<file path="config.mk">
export PLATFORM = sky130hd
export DESIGN_NAME = jk_bank_seq
export DESIGN_NICKNAME = d
export VERILOG_FILES = /design/src/rtl/jk_bank_seq.sv
export SDC_FILE = /design/constraint.sdc
export NUM_CORES = 1
export LEC_CHECK = 0
export ABC_AREA = 1
export BUFFER_PORTS_ARGS = -buffer_cell sky130_fd_sc_hd__buf_2
export CAP_MARGIN = 20
export CORE_MARGIN = 4
export CORE_UTILIZATION = 40
export CTS_CLUSTER_DIAMETER = 80
export DETAILED_ROUTE_END_ITERATION = 16
export GPL_TIMING_DRIVEN = 0
export PLACE_DENSITY = 0.71
export SLEW_MARGIN = 0
export SYNTH_ARGS = -nofsm -noshare
export SYNTH_HDL_FRONTEND = slang
export SYNTH_SLANG_ARGS = --single-unit
</file>
<file path="constraint.sdc">
create_clock -name clk -period 1.86 [get_ports clk]
set_input_delay 0.372 -clock clk [delete_from_list [all_inputs] [get_ports clk]]
set_output_delay 0.372 -clock clk [all_outputs]
set_load 0.005 [all_outputs]
</file>
<file path="src/rtl/jk_bank_seq.sv">
// jk_bank_seq: command sequencer that drives the J/K inputs of an external
// bank of JK flip-flops. LOAD, UP, DOWN and TOGGLE commands become per-bit
// J/K vectors. The bank's Q outputs are fed back to form the count carries.
module jk_bank_seq #(
  parameter int WIDTH = 4,
  parameter int CNT_W = 8
) (
  input  logic             clk,
  input  logic             reset,
  input  logic             cmd_valid_i,
  output logic             cmd_ready_o,
  input  logic [1:0]       cmd_op_i,
  input  logic [WIDTH-1:0] cmd_arg_i,
  input  logic [CNT_W-1:0] cmd_len_i,
  input  logic [WIDTH-1:0] q_in_i,
  output logic [WIDTH-1:0] j_out_o,
  output logic [WIDTH-1:0] k_out_o,
  output logic             busy_o,
  output logic             done_o
);

  localparam logic [1:0] OP_LOAD   = 2'b00;
  localparam logic [1:0] OP_UP     = 2'b01;
  localparam logic [1:0] OP_DOWN   = 2'b10;
  localparam logic [1:0] OP_TOGGLE = 2'b11;

  localparam logic [CNT_W-1:0] CNT_ONE = {{(CNT_W-1){1'b0}}, 1'b1};

  typedef enum logic [1:0] {
    S_IDLE = 2'd0,
    S_RUN  = 2'd1,
    S_DONE = 2'd2
  } state_t;

  state_t           state_q;
  logic [CNT_W-1:0] rem_q;
  logic [1:0]       op_q;
  logic [WIDTH-1:0] arg_q;

  logic [WIDTH-1:0] t_up;
  logic [WIDTH-1:0] t_dn;

  // Command acceptance, step counting and state sequencing
  always_ff @(posedge clk) begin
    if (reset) begin
      state_q <= S_IDLE;
      rem_q   <= '0;
      op_q    <= OP_LOAD;
      arg_q   <= '0;
    end else begin
      case (state_q)
        S_IDLE: begin
          if (cmd_valid_i) begin
            op_q  <= cmd_op_i;
            arg_q <= cmd_arg_i;
            if (cmd_op_i == OP_LOAD) begin
              rem_q   <= CNT_ONE;
              state_q <= S_RUN;
            end else begin
              rem_q   <= cmd_len_i;
              state_q <= (cmd_len_i == '0) ? S_DONE : S_RUN;
            end
          end
        end
        S_RUN: begin
          // rem_q is never zero here: a zero-length command skips RUN
          rem_q <= rem_q - CNT_ONE;
          if (rem_q == CNT_ONE) state_q <= S_DONE;
        end
        S_DONE:  state_q <= S_IDLE;
        default: state_q <= S_IDLE;
      endcase
    end
  end

  // Carry/borrow chains: bit i toggles when every lower bit is 1 (up) or 0 (down)
  always_comb begin
    t_up    = '0;
    t_dn    = '0;
    t_up[0] = 1'b1;
    t_dn[0] = 1'b1;
    for (int i = 1; i < WIDTH; i++) begin
      t_up[i] = t_up[i-1] & q_in_i[i-1];
      t_dn[i] = t_dn[i-1] & ~q_in_i[i-1];
    end
  end

  // J/K drive: the bank holds (J=K=0) unless a command is running
  always_comb begin
    j_out_o = '0;
    k_out_o = '0;
    if (state_q == S_RUN) begin
      case (op_q)
        OP_LOAD:   begin j_out_o = arg_q; k_out_o = ~arg_q; end
        OP_UP:     begin j_out_o = t_up;  k_out_o = t_up;   end
        OP_DOWN:   begin j_out_o = t_dn;  k_out_o = t_dn;   end
        OP_TOGGLE: begin j_out_o = arg_q; k_out_o = arg_q;  end
        default:   begin j_out_o = '0;    k_out_o = '0;     end
      endcase
    end
  end

  // Status outputs decode the registered state. Ready is masked during reset.
  assign cmd_ready_o = (state_q == S_IDLE) && !reset;
  assign busy_o      = (state_q == S_RUN) || (state_q == S_DONE);
  assign done_o      = (state_q == S_DONE);

endmodule
</file>
==> impl_results.md, run 1 <==
* Post-DP Area at 1419 sq um
* Layout cells sized above 1 at 34.63%
* Starting Density at 43.29%
* Total track usage at 15.46%
* Initial DRC Count at 49
* Worst Path Buf+Inv at 2
* Sequential share of power at 34.5%
* Hold violation total from the final report at 0
* Die width at 63.57 um
* Setup ws final at -37.13 ps
* Core area at 2853 sq um
* Wire per inst at 12.32 um
* Max Cap Viol at 0
* CP peak stage delay at 390 ps
* Worst-path fanout max at 3
* Design area at 1599 sq um
* Slowest stage cell on the critical path: dfxtp_4
* Yosys cell types at 24
* Worst path arrival time at 1530 ps
* Clk pwr share at 18.3%
* Vias at 1380
* Startpoint Class: flop
* Port Buf Inserts at 29
* H-tree Lvls at 1
* Vias in the first global route at 1194
* Rows at 19
* Sequential share of the synthesized area at 25.94%
* Leak Pwr at 0.7766 nW
* Initial antenna violation count at 0
* Status: complete, but fails checks
* Die area at 4041 sq um
* Switching power at 0.5253 mW
* Grt total ovfl at 0
* Global-route wire length before repair at 5140 um
* Vias per cell at 5.267
* Worst Tran Pin Value at 278.8 ps
* Die height at 63.57 um
* R2r setup slk at 400 ps
* Synth area leaders: dfxtp_1 26%, nand2_1 11%, a21oi_1 9.7%, ha_1 9.1%, inv_1 7.6%
* Placement Setup Slack at 187.6 ps
* Final period utilization at 102.0%
* Worst-path cell chain: inv_6 > ha_4 > nand2_4 > nor2_4 > nand2_2 > o21ai_1 > nand2_1 > a21oi_1 > buf_2
* Worst-case clock skew at 4.060 ps
* TritonCTS buffer count at 3
* DRT Pass-1 Iters at 4
* CTS Sinks at 16
* PwrDens at 813.3 nW/um^2
* Worst Path Required at 1490 ps
* Mapped Area at 1235 sq um
* Final count of pins violating max slew at 0
* Residual DRC at 0
* Worst hold slack at 334.9 ps
* Setup violators final at 2
* Dpl hpwl at 2306 um
* Root Driver: clkbuf_4
* Nature of the critical path endpoint: output pin
* CTS tree: yes
* Final Routed Wirelength at 3228 um
* I/O pin count at 32
* Slew margin rel. at 81.34%
* Fmax at 0.5271 GHz
* # diodes at 0
* Post-Route Utilization at 56.05%
* Worst-path clk slew at 100 ps
* Post-Syn Area per Cell at 6.432 sq um
* Dominant delay contributor by cell family on the critical path: flip-flops
* Violated checks: negative setup slack
* Cell taking the most area after synthesis: dfxtp_1
* Post-synth top area share at 25.94%
* Routability cong. at 0.8237
* Int Pwr at 0.7752 mW
* #FFs+latches synth at 16
* Type of the tightest min-delay check: in -> reg
* Combinational share of power at 47.1%
* RSZ-0062 raised after global routing: yes
* Post-route minimum period at 1897 ps
* Syn. warnings at 0
* Syn Nets at 222
* Area growth from synthesis to layout at 29.48%
* Cell count after synthesis at 192
* Kind of critical path: reg -> out
* Maximum vdd drop at 469.9 uV
* Fin nets at 262
* Clock Latency Late Sink at 290 ps
* Longest Clk Path Bufs at 2
* Pin count of the biggest net entering global routing at 11
* Post-DRT Antenna Nets at 0
* Sw Ratio at 40.39%
-- cells in the final DEF, fill, tap and decap left out, drive strengths merged --
cell type   n
buf        41
nand2      36
a21oi      28
nor2       27
inv        27
o21ai      22
dfxtp      16
nand3      12
ha          9
clkbuf      4
a31oi       3
o221ai      1
o211ai      1
or2         1
and2        1
o21bai      1
nand4       1
-- worst reg2reg max path, delay by kind of cell, from the launching register on --
family / cells / cell delay (ps)
buf+inv: 3 / 280
flops: 1 / 350
compound gates: 3 / 510
fa+ha+maj: 1 / 220
-- through the flow --
| step | total power, mW | instances | TNS (ps) |
|---|---|---|---|
| global placement | 0.9795 | 252 | 0 |
| finish | 1.300 | 262 | -61.20 |
| CTS | 1.285 | 261 | -65.70 |
| global route | 1.401 | 262 | -420.6 |
| detailed placement | 0.9846 | 252 | 0 |
| floorplan | 0.8462 | 192 | 0 |
-- flip-flops by register name, indices dropped and copies added, names as in the netlist --
name	cells
arg_q	4
state_q	2
rem_q	8
op_q	2
-- power by group through the flow --
stage          combinational (mW)  sequential [mW]  clock [mW]
2_1_floorplan               0.413            0.433           0
3_3_place_gp                0.538            0.442           0
3_5_place_dp                0.541            0.443           0
4_1_cts                     0.594            0.447       0.245
5_1_grt                     0.689            0.455       0.257
6_report                    0.613            0.449       0.239
-- worst paths after layout --
check               startpoint          to  cells after the start
setup reg to reg    state_q[1]    rem_q[3]                      7
hold reg to reg       arg_q[3]    arg_q[3]                      2
setup / recovery       op_q[0]  j_out_o[3]                      9
hold / removal    cmd_arg_i[0]    arg_q[0]                      3
-- cells by family (layout without fill, tap and decap cells) --
kind of cell / after synthesis / in the layout / share of synthesized area (%)
AOI/OAI and AO/OA: 56 / 56 / 25.84
buffers and inverters: 33 / 72 / 12.36
and+or+nand+nor: 78 / 78 / 26.75
DFF: 16 / 16 / 25.94
adders and majority gates: 9 / 9 / 9.119
-- repair_timing --
| action | in CTS | in global routing |
|---|---|---|
| hold endpoints to repair | 0 | 0 |
| setup buffers | 5 | 2 |
| endpoints found under the setup margin | 8 | 8 |
| gates resized for setup | 23 | 9 |
| hold buffers | 0 | 0 |
| pin swaps | 7 | 6 |
-- cell type report --
cell class / instances / area [sq um]
clock buffers: 4 / 36.28
fillers: 295 / 1254
well taps: 31 / 38.79
plain buffers: 5 / 43.79
inverters: 27 / 108.9
flip-flops and latches: 16 / 330.3
multi-input cells: 143 / 843.3
repair buffers: 36 / 197.7
-- Yosys cell counts --
library cell / n
nor2_2: 5
o211ai_1: 1
o21ai_0: 13
and2_0: 1
o21ai_1: 7
buf_6: 3
a21oi_1: 24
a31oi_1: 3
o221ai_1: 1
inv_1: 25
buf_4: 1
dfxtp_1: 16
o21bai_2: 1
nand2_1: 35
nand3_1: 12
ha_1: 9
or2_0: 1
buf_2: 2
nor2_1: 22
nand4_1: 1
inv_2: 2
a21oi_2: 4
nand2_2: 1
o21ai_2: 2
-- per-layer routing --
layer,vias to the layer above,GRT usage (%),share of wire [%]
met2,32,26.08,48
met3,4,2.131,4.4
met1,637,19.72,47
met5,-,0,0
met4,0,5.930,1.1
li1,707,-,-
(Power assumes the default switching activity.)
==> inputs of run 2 (changes only) <==
==> constraint.sdc (replaced) <==
create_clock -name clk -period 1.86 [get_ports clk]
set_input_delay 0.372 -clock clk [delete_from_list [all_inputs] [get_ports clk]]
set_output_delay 0.372 -clock clk [all_outputs]
set_load 0.01 [all_outputs]
==> impl_results.md, run 2 (synthesized netlist as in run 1, its figures left out) <==
* Initial antenna violation count at 0 (unchanged)
* Wire per inst at 12.52 um (was 12.32 um)
* Die height at 63.57 um (unchanged)
* Fmax at 0.5249 GHz (was 0.5271 GHz)
* Vias per cell at 5.239 (was 5.267)
* Root Driver: clkbuf_4 (unchanged)
* Post-route minimum period at 1905 ps (was 1897 ps)
* Violated checks: negative setup slack (unchanged)
* Residual DRC at 0 (unchanged)
* Rows at 19 (unchanged)
* Final Routed Wirelength at 3306 um (was 3228 um)
* Fin nets at 264 (was 262)
* TritonCTS buffer count at 3 (unchanged)
* Hold violation total from the final report at 0 (unchanged)
* Nature of the critical path endpoint: output pin (unchanged)
* RSZ-0062 raised after global routing: yes (unchanged)
* Worst Tran Pin Value at 279.7 ps (was 278.8 ps)
* Worst-path fanout max at 3 (unchanged)
* Setup ws final at -45.14 ps (was -37.13 ps)
* Global-route wire length before repair at 5133 um (was 5140 um)
* DRT Pass-1 Iters at 4 (unchanged)
* Grt total ovfl at 0 (unchanged)
* Area growth from synthesis to layout at 32.32% (was 29.48%)
* Largest Register: rem_q (unchanged)
* Routability cong. at 0.8237 (unchanged)
* Post-DRT Antenna Nets at 0 (unchanged)
* Dpl hpwl at 2306 um (unchanged)
* PwrDens at 819.0 nW/um^2 (was 813.3 nW/um^2)
* Vias in the first global route at 1190 (was 1194)
* Worst-case clock skew at 4.915 ps (was 4.060 ps)
* Kind of critical path: reg -> out (unchanged)
* Startpoint Class: flop (unchanged)
* Worst-path clk slew at 100 ps (about the same)
* Commonest non-fill, non-tap cell in the layout: nand2_1 (unchanged)
* Port Buf Inserts at 29 (unchanged)
* Worst Path Required at 1490 ps (about the same)
* Initial DRC Count at 62 (was 49)
* Die area at 4041 sq um (unchanged)
* Tot Pwr at 1.338 mW (was 1.300 mW)
* Max FFs per register at 8 (unchanged)
* Layout cells sized above 1 at 35.62% (was 34.63%)
* Setup violators final at 3 (was 2)
* Final period utilization at 102.4% (was 102.0%)
* TNS Setup at -103.9 ps (was -61.20 ps)
* Maximum vdd drop at 470.7 uV (was 469.9 uV)
* Pin count of the biggest net entering global routing at 20 (was 11)
* Status: complete, but fails checks (unchanged)
* Starting Density at 43.29% (unchanged)
* Leak Pwr at 0.7964 nW (was 0.7766 nW)
* Max Cap Viol at 0 (unchanged)
* Core area at 2853 sq um (unchanged)
* Slew margin rel. at 81.29% (was 81.34%)
* Worst path arrival time at 1530 ps (about the same)
* Die width at 63.57 um (unchanged)
* Register area at 330.3 sq um (unchanged)
* CTS tree: yes (unchanged)
* Longest Clk Path Bufs at 2 (unchanged)
* Largest registers: rem_q (8), arg_q (4) (unchanged)
* Design area at 1634 sq um (was 1599 sq um)
* H-tree Lvls at 1 (unchanged)
* Final count of pins violating max slew at 0 (unchanged)
* Commonest non-fill, non-tap cells in the layout: 32 x nand2_1, 31 x buf_2, 22 x a21oi_1 (was 32 x nand2_1, 31 x buf_2, 21 x a21oi_1, 21 x nor2_1, 20 x inv_1)
* CTS Sinks at 16 (unchanged)
* Total track usage at 15.46% (unchanged)
* Post-CTS Hold Buffers at 0 (unchanged)
* Multi-input gate area at 854.6 sq um (was 843.3 sq um)
* Post-DP Area at 1419 sq um (unchanged)
* Vias at 1383 (was 1380)
* Clock Latency Late Sink at 290 ps (about the same)
* I/O pin count at 32 (unchanged)
* Post-Route Utilization at 57.28% (was 56.05%)
* Filler cell count in the final layout at 292 (was 295)
* Type of the tightest min-delay check: in -> reg (unchanged)
* # diodes at 0 (unchanged)
-- run 2: where the power goes --
part	total (mW)	switching [mW]	leakage, nW	internal [mW]
Sequential	0.449	0.0538	0.134	0.395
Combinational	0.650	0.373	0.641	0.276
Clock	0.240	0.120	0.0210	0.119
Total	1.34	0.548	0.796	0.791
-- run 2: per-layer routing --
metal / part of all wire [%] / vias up / wire, um / GRT usage (%)
li1: - / 708 / - / -
met1: 46 / 631 / 1519 / 19.51
met2: 49 / 40 / 1608 / 26.34
met3: 4.2 / 4 / 140 / 2.131
met4: 1.1 / 0 / 37 / 5.930
met5: 0 / - / 0 / 0
-- run 2: stage by stage --
stage,setup WS [ps],cells,hold slack [ps]
global placement,153.5,252,476.7
global route,-121.5,264,360.4
CTS,-52.19,260,333.0
finish,-45.14,264,333.7
floorplan,325.0,192,459.7
detailed placement,169.9,252,486.2
-- run 2: timing repair --
action / CTS / global route
buffers inserted: 5 / 4
endpoints found under the setup margin: 8 / 8
resized for setup: 24 / 14
pin swaps: 10 / 4
-- run 2: final timing paths --
| check | cells after the start | slack (ps) | endpoint | from |
|---|---|---|---|---|
| worst max-delay path | 9 | -50 | j_out_o[3] | op_q[0] |
| worst min-delay path | 3 | 330 | arg_q[0] | cmd_arg_i[0] |
| worst max register to register | 7 | 400 | rem_q[3] | state_q[1] |
| worst min register to register | 2 | 500 | arg_q[1] | arg_q[1] |
-- run 2: cell type report --
type	count	share of cell area, %
tap	31	2.374
buffer	5	2.680
sequential	16	20.21
timing repair buffer	38	13.25
clock buffer	4	2.221
multi-input combinational	143	52.30
inverter	27	6.968
-- run 2: worst max-delay path, stage by stage, from the launching register on --
cell	delay, ps
dfxtp_4	370
inv_4	80
ha_4	150
nand2_4	60
nor2_4	110
nand2_2	70
o21ai_1	70
nand2_1	60
a21oi_1	110
buf_2	150
